--- config.mk ---
export PLATFORM = sky130hd
export DESIGN_NAME = upcoin_padder
export DESIGN_NICKNAME = d
export VERILOG_FILES = /design/src/rtl/upcoin_pkg.sv /design/src/rtl/upcoin_padder.sv
export SDC_FILE = /design/constraint.sdc
export NUM_CORES = 1
export LEC_CHECK = 0
export CELL_PAD_IN_SITES_DETAIL_PLACEMENT = 0
export CELL_PAD_IN_SITES_GLOBAL_PLACEMENT = 1
export CORE_MARGIN = 2
export CORE_UTILIZATION = 40
export CTS_CLUSTER_DIAMETER = 40
export DETAILED_ROUTE_END_ITERATION = 16
export PLACE_DENSITY_LB_ADDON = 0.12
export SLEW_MARGIN = 40
export SYNTH_ARGS = -nofsm -noshare
export SYNTH_HDL_FRONTEND = slang
export SYNTH_SLANG_ARGS = --single-unit
export TNS_END_PERCENT = 30
--- constraint.sdc ---
create_clock -name clk -period 31.3 [get_ports clk]
set_clock_uncertainty 0.15 [all_clocks]
set_input_delay 9.39 -clock clk [delete_from_list [all_inputs] [get_ports clk]]
set_output_delay 9.39 -clock clk [all_outputs]
set_load 0.1 [all_outputs]
--- src/rtl/upcoin_pkg.sv ---
// Shared types and constants for the SHA-256 message padder.
package upcoin_pkg;

  typedef enum logic [1:0] {
    FILL      = 2'd0,
    EMIT      = 2'd1,
    EMIT_PRE  = 2'd2,
    EMIT_LAST = 2'd3
  } padder_state_t;

  localparam int         BLOCK_BYTES = 64;
  localparam int         LEN_LANE    = 56;
  localparam logic [7:0] PAD_BYTE    = 8'h80;

endpackage

--- src/rtl/upcoin_padder.sv ---
// SHA-256 message padder: packs a byte stream into 512-bit big-endian padded blocks.
// Optional status outputs (blocks_out, len_ovf) are enabled by defining UPCOIN_PADDER_STATUS_EN.
module upcoin_padder
  import upcoin_pkg::*;
#(
  parameter int LEN_W = 32
) (
  input  logic         clk,
  input  logic         reset,
  input  logic [7:0]   in_data,
  input  logic         in_valid,
  input  logic         in_last,
  output logic         in_ready,
  output logic [511:0] block,
  output logic         block_valid,
  output logic         block_last,
  input  logic         block_ready,
  output logic         busy
`ifdef UPCOIN_PADDER_STATUS_EN
  ,
  output logic [15:0]  blocks_out,
  output logic         len_ovf
`endif
);

  padder_state_t    state, state_d;
  logic [5:0]       ptr;
  logic [LEN_W-1:0] byte_count;
  logic [LEN_W-1:0] count_inc;
  logic             pad80_pending;
  logic             take;
  logic             xfer;
  logic             last_fits;
  logic [63:0]      len_new;
  logic [63:0]      len_cur;

  assign in_ready    = (state == FILL);
  assign block_valid = (state != FILL);
  assign block_last  = (state == EMIT_LAST);
  assign busy        = (state != FILL) | (ptr != 6'd0);

  assign take      = in_valid & in_ready;
  assign xfer      = block_valid & block_ready;
  assign count_inc = byte_count + LEN_W'(1);
  // The final byte leaves room for the length field only when it lands in lanes 0..54.
  assign last_fits = (ptr < 6'(LEN_LANE - 1));
  assign len_new   = 64'({count_inc, 3'b000});
  assign len_cur   = 64'({byte_count, 3'b000});

  always_comb begin
    state_d = state;
    unique case (state)
      FILL: begin
        if (take) begin
          if (in_last)
            state_d = last_fits ? EMIT_LAST : EMIT_PRE;
          else if (ptr == 6'(BLOCK_BYTES - 1))
            state_d = EMIT;
        end
      end
      EMIT:      if (xfer) state_d = FILL;
      EMIT_PRE:  if (xfer) state_d = EMIT_LAST;
      EMIT_LAST: if (xfer) state_d = FILL;
      default:   state_d = FILL;
    endcase
  end

  // NOTE: all sequential state uses non-blocking assignments so every register
  // samples pre-edge values; the per-lane loop below relies on the last write winning.
  always_ff @(posedge clk or posedge reset) begin
    if (reset) begin
      state         <= FILL;
      ptr           <= 6'd0;
      byte_count    <= '0;
      block         <= '0;
      pad80_pending <= 1'b0;
    end else begin
      state <= state_d;
      unique case (state)
        FILL: begin
          if (take) begin
            ptr        <= ptr + 6'd1;
            byte_count <= count_inc;
            // Lanes past ptr may hold an earlier message, so the last byte rewrites all of them.
            for (int i = 0; i < BLOCK_BYTES; i++) begin
              if (i == int'(ptr))
                block[8*(BLOCK_BYTES-1-i) +: 8] <= in_data;
              else if (in_last && (i > int'(ptr)))
                block[8*(BLOCK_BYTES-1-i) +: 8] <= (i == int'(ptr) + 1) ? PAD_BYTE : 8'h00;
            end
            if (in_last && last_fits)
              block[63:0] <= len_new;
            if (in_last && (ptr == 6'(BLOCK_BYTES - 1)))
              pad80_pending <= 1'b1;
          end
        end
        EMIT: begin
          if (xfer) begin
            ptr   <= 6'd0;
            block <= '0;
          end
        end
        EMIT_PRE: begin
          if (xfer)
            block <= {(pad80_pending ? PAD_BYTE : 8'h00),
                      {((LEN_LANE - 1) * 8){1'b0}},
                      len_cur};
        end
        EMIT_LAST: begin
          if (xfer) begin
            ptr           <= 6'd0;
            byte_count    <= '0;
            pad80_pending <= 1'b0;
          end
        end
        default: ;
      endcase
    end
  end

`ifdef UPCOIN_PADDER_STATUS_EN
  always_ff @(posedge clk or posedge reset) begin
    if (reset) begin
      blocks_out <= 16'd0;
      len_ovf    <= 1'b0;
    end else begin
      if (xfer && (state == EMIT_LAST))
        blocks_out <= 16'd0;
      else if (xfer)
        blocks_out <= blocks_out + 16'd1;
      if (take && (byte_count == {LEN_W{1'b1}}))
        len_ovf <= 1'b1;
    end
  end
`endif

endmodule
# Word-level counts from Yosys, hierarchy flattened
# Cells that the tools add are included.
# op_classes
n_eq_ne	201
multipliers	0
reduce_logical	141
muxes	213
n_div	0
bitwise	3
n_shift	0
addsub	3
magnitude_cmp	64
# op_table
op	count
512-bit two-way mux	3
512-bit one-hot mux with 3 select lines	1
8-bit two-way mux	191
7-bit by 32-bit equality test with 1-bit output (first input constant)	31
6-bit by 32-bit equality test with 1-bit output (first input constant)	16
5-bit AND reduction	64
5-bit by 32-bit equality test with 1-bit output (first input constant)	8
6-bit equality test (first input constant)	32
6-bit > comparator (first input constant)	32
3-bit by 1-bit inequality test with 1-bit output (second input constant)	55
4-bit by 32-bit equality test with 1-bit output (first input constant)	4
5-bit by 6-bit equality test with 1-bit output (first input constant)	16
5-bit by 6-bit > comparator with 1-bit output (first input constant)	16
1-bit logical AND	65
3-bit by 32-bit equality test with 1-bit output (first input constant)	2
32-bit two-way mux	2
64-bit two-way mux	1
32-bit one-hot mux with 2 select lines	1
4-bit by 6-bit equality test with 1-bit output (first input constant)	8
4-bit by 6-bit > comparator with 1-bit output (first input constant)	8
32-bit by 1-bit adder with 32-bit output (second input constant)	1
2-bit by 32-bit equality test with 1-bit output (first input constant)	1
4-bit by 1-bit inequality test with 1-bit output (second input constant)	8
3-bit by 6-bit equality test with 1-bit output (first input constant)	4
other kinds (31)	55
# totals
in_bits	13
latchBits	0
romBits	0
ram_bits	0
ff_bits	553
word_cells	693
n_memories	0
out_inout_bits	516

# Depth between registers and ports, before layout
# Gate-level depths: netlist of run 1.
# logic_depth
word_depth	8
depth_mapped	12
ltp_nobuf	7

# Worst setup path before layout of run 1
# OpenSTA, ideal clock, no wires.
# synth_path
path_type	register -> output
startpoint	register state[1]
endpoint	output port busy
required_ns	21.760
arrival_ns	2.964
path_buffers	3
stages_incl_launch_ff	7
path_slack_ns	18.796
path_cell_list	dfrtp_1 -> inv_1 -> ha_1 -> buf_2 -> clkbuf_1 -> clkbuf_1 -> nand3_1
# synth_via
elab_chain_len	2
# synth_rtl
element	line	rtl
start: declaration	upcoin_padder.sv:26	padder_state_t state, state_d;
start signal: assignment	upcoin_padder.sv:78	state <= state_d;
2-bit nonzero test	upcoin_padder.sv:40	assign busy = (state != FILL) | (ptr != 6'd0);
1-bit OR	upcoin_padder.sv:40	
end: declaration	upcoin_padder.sv:18	output logic busy
# No other way between the ends.

# Worst setup path in the final report of run 1
# layout_path
startpoint	register ptr[0]
endpoint	output port busy
# layout_via
elab_chain_len	2
# layout_rtl
element	line	rtl
start: declaration	upcoin_padder.sv:27	logic [5:0] ptr;
start signal: assignment	upcoin_padder.sv:82	ptr <= ptr + 6'd1;
6-bit nonzero test	upcoin_padder.sv:40	
1-bit OR	upcoin_padder.sv:40	
# No other way between the ends.

==> results of run 1 <==
## Yosys cell counts (all sizes together) (53+ instances only)
master	n	area share [%]
a31oi	57	1.4
nand3	56	1.1
dfrtp	553	54
clkbuf	165	2.4
buf	80	1.7
a22o	251	8.6
nor2	129	1.9
a21oi	53	1.0
nand2	275	4.0
o21ai	144	2.8
inv	71	1.0
o31ai	147	4.3
## cells by family after synthesis
family                     after synthesis  share of synthesized area, %
and+or+nand+nor                        669                          13.1
adders and majority gates               12                         0.584
AOI/OAI and AO/OA                      853                          25.0
xor gates and xnor gates                12                         0.409
DFF                                    553                          53.8
buffers and inverters                  317                          5.13
muxes                                   46                          1.95
## area by class of cell
type / instances / area share, %
tap: 846 / 3.27
timing repair buffer: 578 / 9.62
antenna: 2 / 0.0155
clock buffer: 103 / 7.60
clock inverter: 68 / 2.54
inverter: 72 / 0.882
multi-input combinational: 1592 / 33.3
sequential: 553 / 42.8
## worst max path at each step
stage	slack (ns)	end
2_1_floorplan	6.30	block[0]
3_3_place_gp	18.68	block[368]
3_5_place_dp	18.86	block[366]
4_1_cts	19.03	busy
5_1_grt	19.01	busy
6_report	19.05	busy
## per-stage QoR
stage	power (mW)	instances	instance area, um2
floorplan	1.68	2462	25700
global placement	2.09	3636	31400
detailed placement	2.08	3639	29000
CTS	3.15	3810	32300
global route	3.27	3814	32300
finish	3.16	3814	32300
## registers in the layout (all words and copies together), names as in the netlist
name and count:
block 512, byte_count 32, ptr 6, state 2
pad80_pending 1
## per-layer routing
layer,part of all wire (%),wire (um),vias to the layer above
li1,-,-,10100
met3,8.0,8290,212
met2,47,49100,1094
met4,3.7,3810,0
met5,0,0,-
met1,41,43100,11800
## cell usage in the layout, fill, tap and decap left out, types with 16 or more instances in the layout
master | Yosys | layout
nand3_1 | 56 | 56
o31ai_1 | 146 | 146
a31oi_1 | 57 | 57
nor3_1 | 21 | 20
nor2_1 | 128 | 126
and2_1 | 19 | 19
o211ai_1 | 20 | 20
nand2_1 | 273 | 265
and3_1 | 19 | 19
mux2_2 | 32 | 32
inv_6 | 0 | 16
buf_2 | 63 | 519
a21oi_1 | 53 | 53
a22o_1 | 251 | 251
a311o_1 | 25 | 25
nand4_1 | 51 | 51
dfrtp_1 | 553 | 549
a22oi_1 | 21 | 21
clkinvlp_4 | 0 | 16
clkbuf_16 | 0 | 96
buf_4 | 6 | 40
inv_1 | 70 | 69
o21ai_0 | 141 | 140
## power groups by stage
stage | Clock [mW] | Sequential [mW] | Combinational [mW]
after global routing | 1.12 | 0.796 | 1.36
after CTS | 1.08 | 0.791 | 1.28
final | 1.07 | 0.792 | 1.29
after global placement | 0 | 0.803 | 1.28
after floorplan | 0 | 1.02 | 0.660
after detailed placement | 0 | 0.803 | 1.28
## worst max-delay path: stages, from the launching register on
cell	delay, ns
dfrtp_1	0.87
inv_1	0.32
ha_1	0.30
nand3_1	0.07
buf_2	0.50
==> impl_results.md, run 1 <==
* Status: completed
* Worst EP required at 21.76 ns
* Root buffer cell: clkbuf_16
* Layer with the highest usage: met2
* Clock Path Buffers at 3
* Clock share of power at 33.9%
* Cts repair resizes at 0
* Area occupied by registers at 0.0138 mm2
* TritonCTS clock tree: yes
* Largest net degree at the start of global routing at 108
* FF+latch count, synth at 553
* Critical R2R Capture: block[366]
* Remaining antenna violation count at 0
* Initial Util at 40.6%
* DR iter-0 viols at 2,198
* Fin crit share at 39.1%
* R2r startpoint: state[0]
* Syn Area/Cell at 10.4 um2
* Via/cell ratio at 6.09
* Async S/R FF share, synth at 100%
* Power Dens Cells at 97.5 mW/mm2
* CTS hold repair buffers at 0
* Die ar. at 0.0663 mm2
* Sink Count at 553
* I/O pin cnt at 529
* Layout area overhead at 25.9%
* Clock slew at reported path FFs at 0.05 ns
* Start point of the critical path: ptr[0]
* Max H-tree Level at 3
* Fin util at 51.1%
* Worst hold stages at 2
* Synth Flop Type: dfrtp_1
* Number of enable flip-flop cells after synthesis at 0
* Syn nets at 2,487
* Max Cap Violations at 0
* Tmin final at 12.25 ns
* Highest Clock Rate at 81.6 MHz
* Register area share after synthesis at 53.8%
* Setup tns final at 0 ns
* Part of the power in registers at 25.1%
* Site Rows at 92
* Synth unique cells at 91
* Psw at 1.49 mW
* Multi-input gate area at 0.0108 mm2
* Gpl congestion at 0.911
* Setup WS post-layout at 19.05 ns
* Pre-CTS WS at 18.86 ns
* CP max FO at 24
* Final Hold Vio Count at 0
* Drc violations at 0
* Syn Inst Count at 2,462
* Hold Slack at 0.319 ns
* Switching share of power at 47.3%
* Worst setup path class: flip-flop to output pin
* Clock latency on the worst-skew pair at 0.64 ns
* Relative slew slack at 36.1%
* Slew Limit Fails at 0
* Number of port buffers at 528
* GRT overflow at 0
* Worst hold start: block[231]
* Synth Warn # at 0
* Critical Path End Type: output pin
* Die outline height at 257 um
* Global-route met1 utilization at 40.7%
* Core area at 0.0633 mm2
* Initial antenna violation count at 2
* P_leak at 15.7 nW
* Fill count at 5,801
* Unrepaired setup endpoints after global routing: no
* First-pass GRT wire length at 154,000 um
* Worst reg-to-reg setup slack at 27.32 ns
* Worst Path Arrival at 2.71 ns
* Met3 Usage GRT at 6.71%
* Synth Cell Area at 0.0257 mm2
* DR pass1 iterations at 6
* Vias in the first global route at 22,900
* Hold Path End: block[231]
* Worst vdd ir at 0.0909 mV
* Worst hold path class: flip-flop to flip-flop
* Least-Margin Pin Slew at 0.949 ns
* Setup crit start kind: flip-flop
* Post-CTS setup buffer count at 0
* Internal power at 1.66 mW
* Layout Nets at 2,916
* WL per Instance at 27.3 um
* CTS Buf Count at 94
* Routing usage on met2 at 49.0%
* Tot GR Track Use at 30.7%
* Final HPWL DP at 70,900 um
* Reg2Reg Depth at 10
* Logic pwr share at 41.0%
* Finish-stage setup viols at 0
* Layout cells sized above 1 at 28.7%
* Final wirelength at 104,000 um
* Routed vias at 23,200
* Die Span X at 257 um
(Power assumes the default switching activity.)
==> inputs of run 2 (changes only) <==
==> constraint.sdc (replaced) <==
create_clock -name clk -period 11.4 [get_ports clk]
set_clock_uncertainty 0.15 [all_clocks]
set_input_delay 3.42 -clock clk [delete_from_list [all_inputs] [get_ports clk]]
set_output_delay 3.42 -clock clk [all_outputs]
set_load 0.1 [all_outputs]
==> run 2 against run 1 <==
- sequential power increased to 2.7 times the previous value
- power grew to 2.8 times the previous value
- cell count up 0.55%
- via count is 0.57% lower
- setup slack lost 14 ns
- combinational power grew to 2.8 times the previous value
- worst hold slack gained 0.0022 ns
- largest power group unchanged
- highest routed layer is now met5
==> impl_results.md, run 2 (same netlist as run 1, synthesis figures left out) <==
* Status: completed
* Initial antenna violation count at 5
* Layout Nets at 2,926
* Clock latency on the worst-skew pair at 0.64 ns
* Max Cap Violations at 0
* Clock slew at reported path FFs at 0.06 ns
* Tmin final at 6.22 ns
* Core area at 0.0633 mm2
* Die ar. at 0.0663 mm2
* Worst vdd ir at 0.217 mV
* Highest Clock Rate at 161 MHz
* Largest Register: block
* Power Dens Cells at 273 mW/mm2
* CP max FO at 24
* CTS hold repair buffers at 0
* Fin util at 51.7%
* Max H-tree Level at 3
* Routed vias at 23,100
* Final wirelength at 104,000 um
* Worst EP required at 7.83 ns
* First-pass GRT wire length at 155,000 um
* Gpl congestion at 0.942
* Top flop regs: block: 512 flops, byte_count: 32 flops, ptr: 6 flops
* Non-filler cells, final at 3,835
* Cts repair resizes at 0
* Initial Util at 40.6%
* Vias in the first global route at 22,900
* CTS Buf Count at 98
* Final Hold Vio Count at 0
* Setup crit start kind: flip-flop
* Clock Path Buffers at 3
* Max reg flops at 512
* Relative slew slack at 41.4%
* Root buffer cell: clkbuf_16
* Tot GR Track Use at 30.8%
* Worst Path Arrival at 2.65 ns
* DR iter-0 viols at 2,263
* Layout area overhead at 27.4%
* Slew Limit Fails at 0
* Worst hold path class: flip-flop to flip-flop
* I/O pin cnt at 529
* Site Rows at 92
* Die outline height at 257 um
* Remaining antenna violation count at 0
* GRT overflow at 0
* Via/cell ratio at 6.02
* Placed instance count at 3,645
* Least-Margin Pin Slew at 0.879 ns
* Die Span X at 257 um
* DR pass1 iterations at 5
* Layout cells sized above 1 at 29.1%
* Unrepaired setup endpoints after global routing: no
* Most common cell after layout, fill and taps aside: dfrtp_1
* Fin crit share at 54.6%
* Setup tns final at 0 ns
* Critical Path End Type: output pin
* Final HPWL DP at 71,200 um
* Most frequent cells in the layout: dfrtp_1 (549), buf_2 (520), nand2_1 (267)
* Drc violations at 0
* P_leak at 15.9 nW
* TritonCTS clock tree: yes
* Finish-stage setup viols at 0
* WL per Instance at 27.2 um
* Post-CTS setup buffer count at 0
* Sink Count at 553
* Number of port buffers at 528
* Worst setup path class: flip-flop to output pin
* Largest net degree at the start of global routing at 90
* Hold Slack at 0.321 ns
==> run 2: worst max-delay path, stage by stage (launching register included) <==
cell     delay (ns)
dfrtp_1        0.82
inv_1          0.30
ha_1           0.31
nand3_1        0.08
buf_2          0.48
==> run 2: path summary, 6_finish.rpt <==
check                      slack, ns  startpoint          to  cells past startpoint
min reg2reg                     0.32  block[146]  block[146]                      2
max                             5.18      ptr[0]        busy                      4
min                             0.32  block[146]  block[146]                      2
max in group asynchronous       5.79       reset  block[439]                      6
max reg2reg                     7.47    state[1]  block[365]                     10
min in group asynchronous       3.11       reset  block[169]                      3
==> run 2: layout make-up <==
| class | instances | area [um2] |
|---|---|---|
| tap | 846 | 1060 |
| antenna | 2 | 5.00 |
| timing repair buffer | 584 | 3170 |
| multi-input combinational | 1592 | 10700 |
| fill | 5786 | 30600 |
| clock buffer | 108 | 2560 |
| sequential | 553 | 13800 |
| clock inverter | 78 | 1100 |
| inverter | 72 | 277 |
==> run 2: metrics by stage <==
step                      total power [mW]  cell area [um2]  worst slack [ns]
after floorplan                       4.62            25700             0.304
after global placement                5.73            31500              4.96
after detailed placement              5.71            29000              4.85
after CTS                             8.93            32700              5.12
after global routing                  9.26            32700              5.11
final                                 8.94            32700              5.18
==> run 2: routing by layer <==
layer | GRT usage [%] | up-vias | share of wire [%]
met4 | 13.1 | 6 | 4.0
met1 | 40.5 | 11700 | 41
met2 | 48.8 | 1017 | 47
met5 | 0 | - | 0.043
li1 | - | 10100 | -
met3 | 7.38 | 220 | 7.8
==> run 2: power by group <==
group / internal [mW] / leakage (nW) / switching (mW) / total [mW]
clock network: 2.06 / 1.74 / 1.15 / 3.21
registers: 2.08 / 7.65 / 0.0944 / 2.17
logic: 0.636 / 6.52 / 2.92 / 3.56
total: 4.77 / 15.9 / 4.17 / 8.94
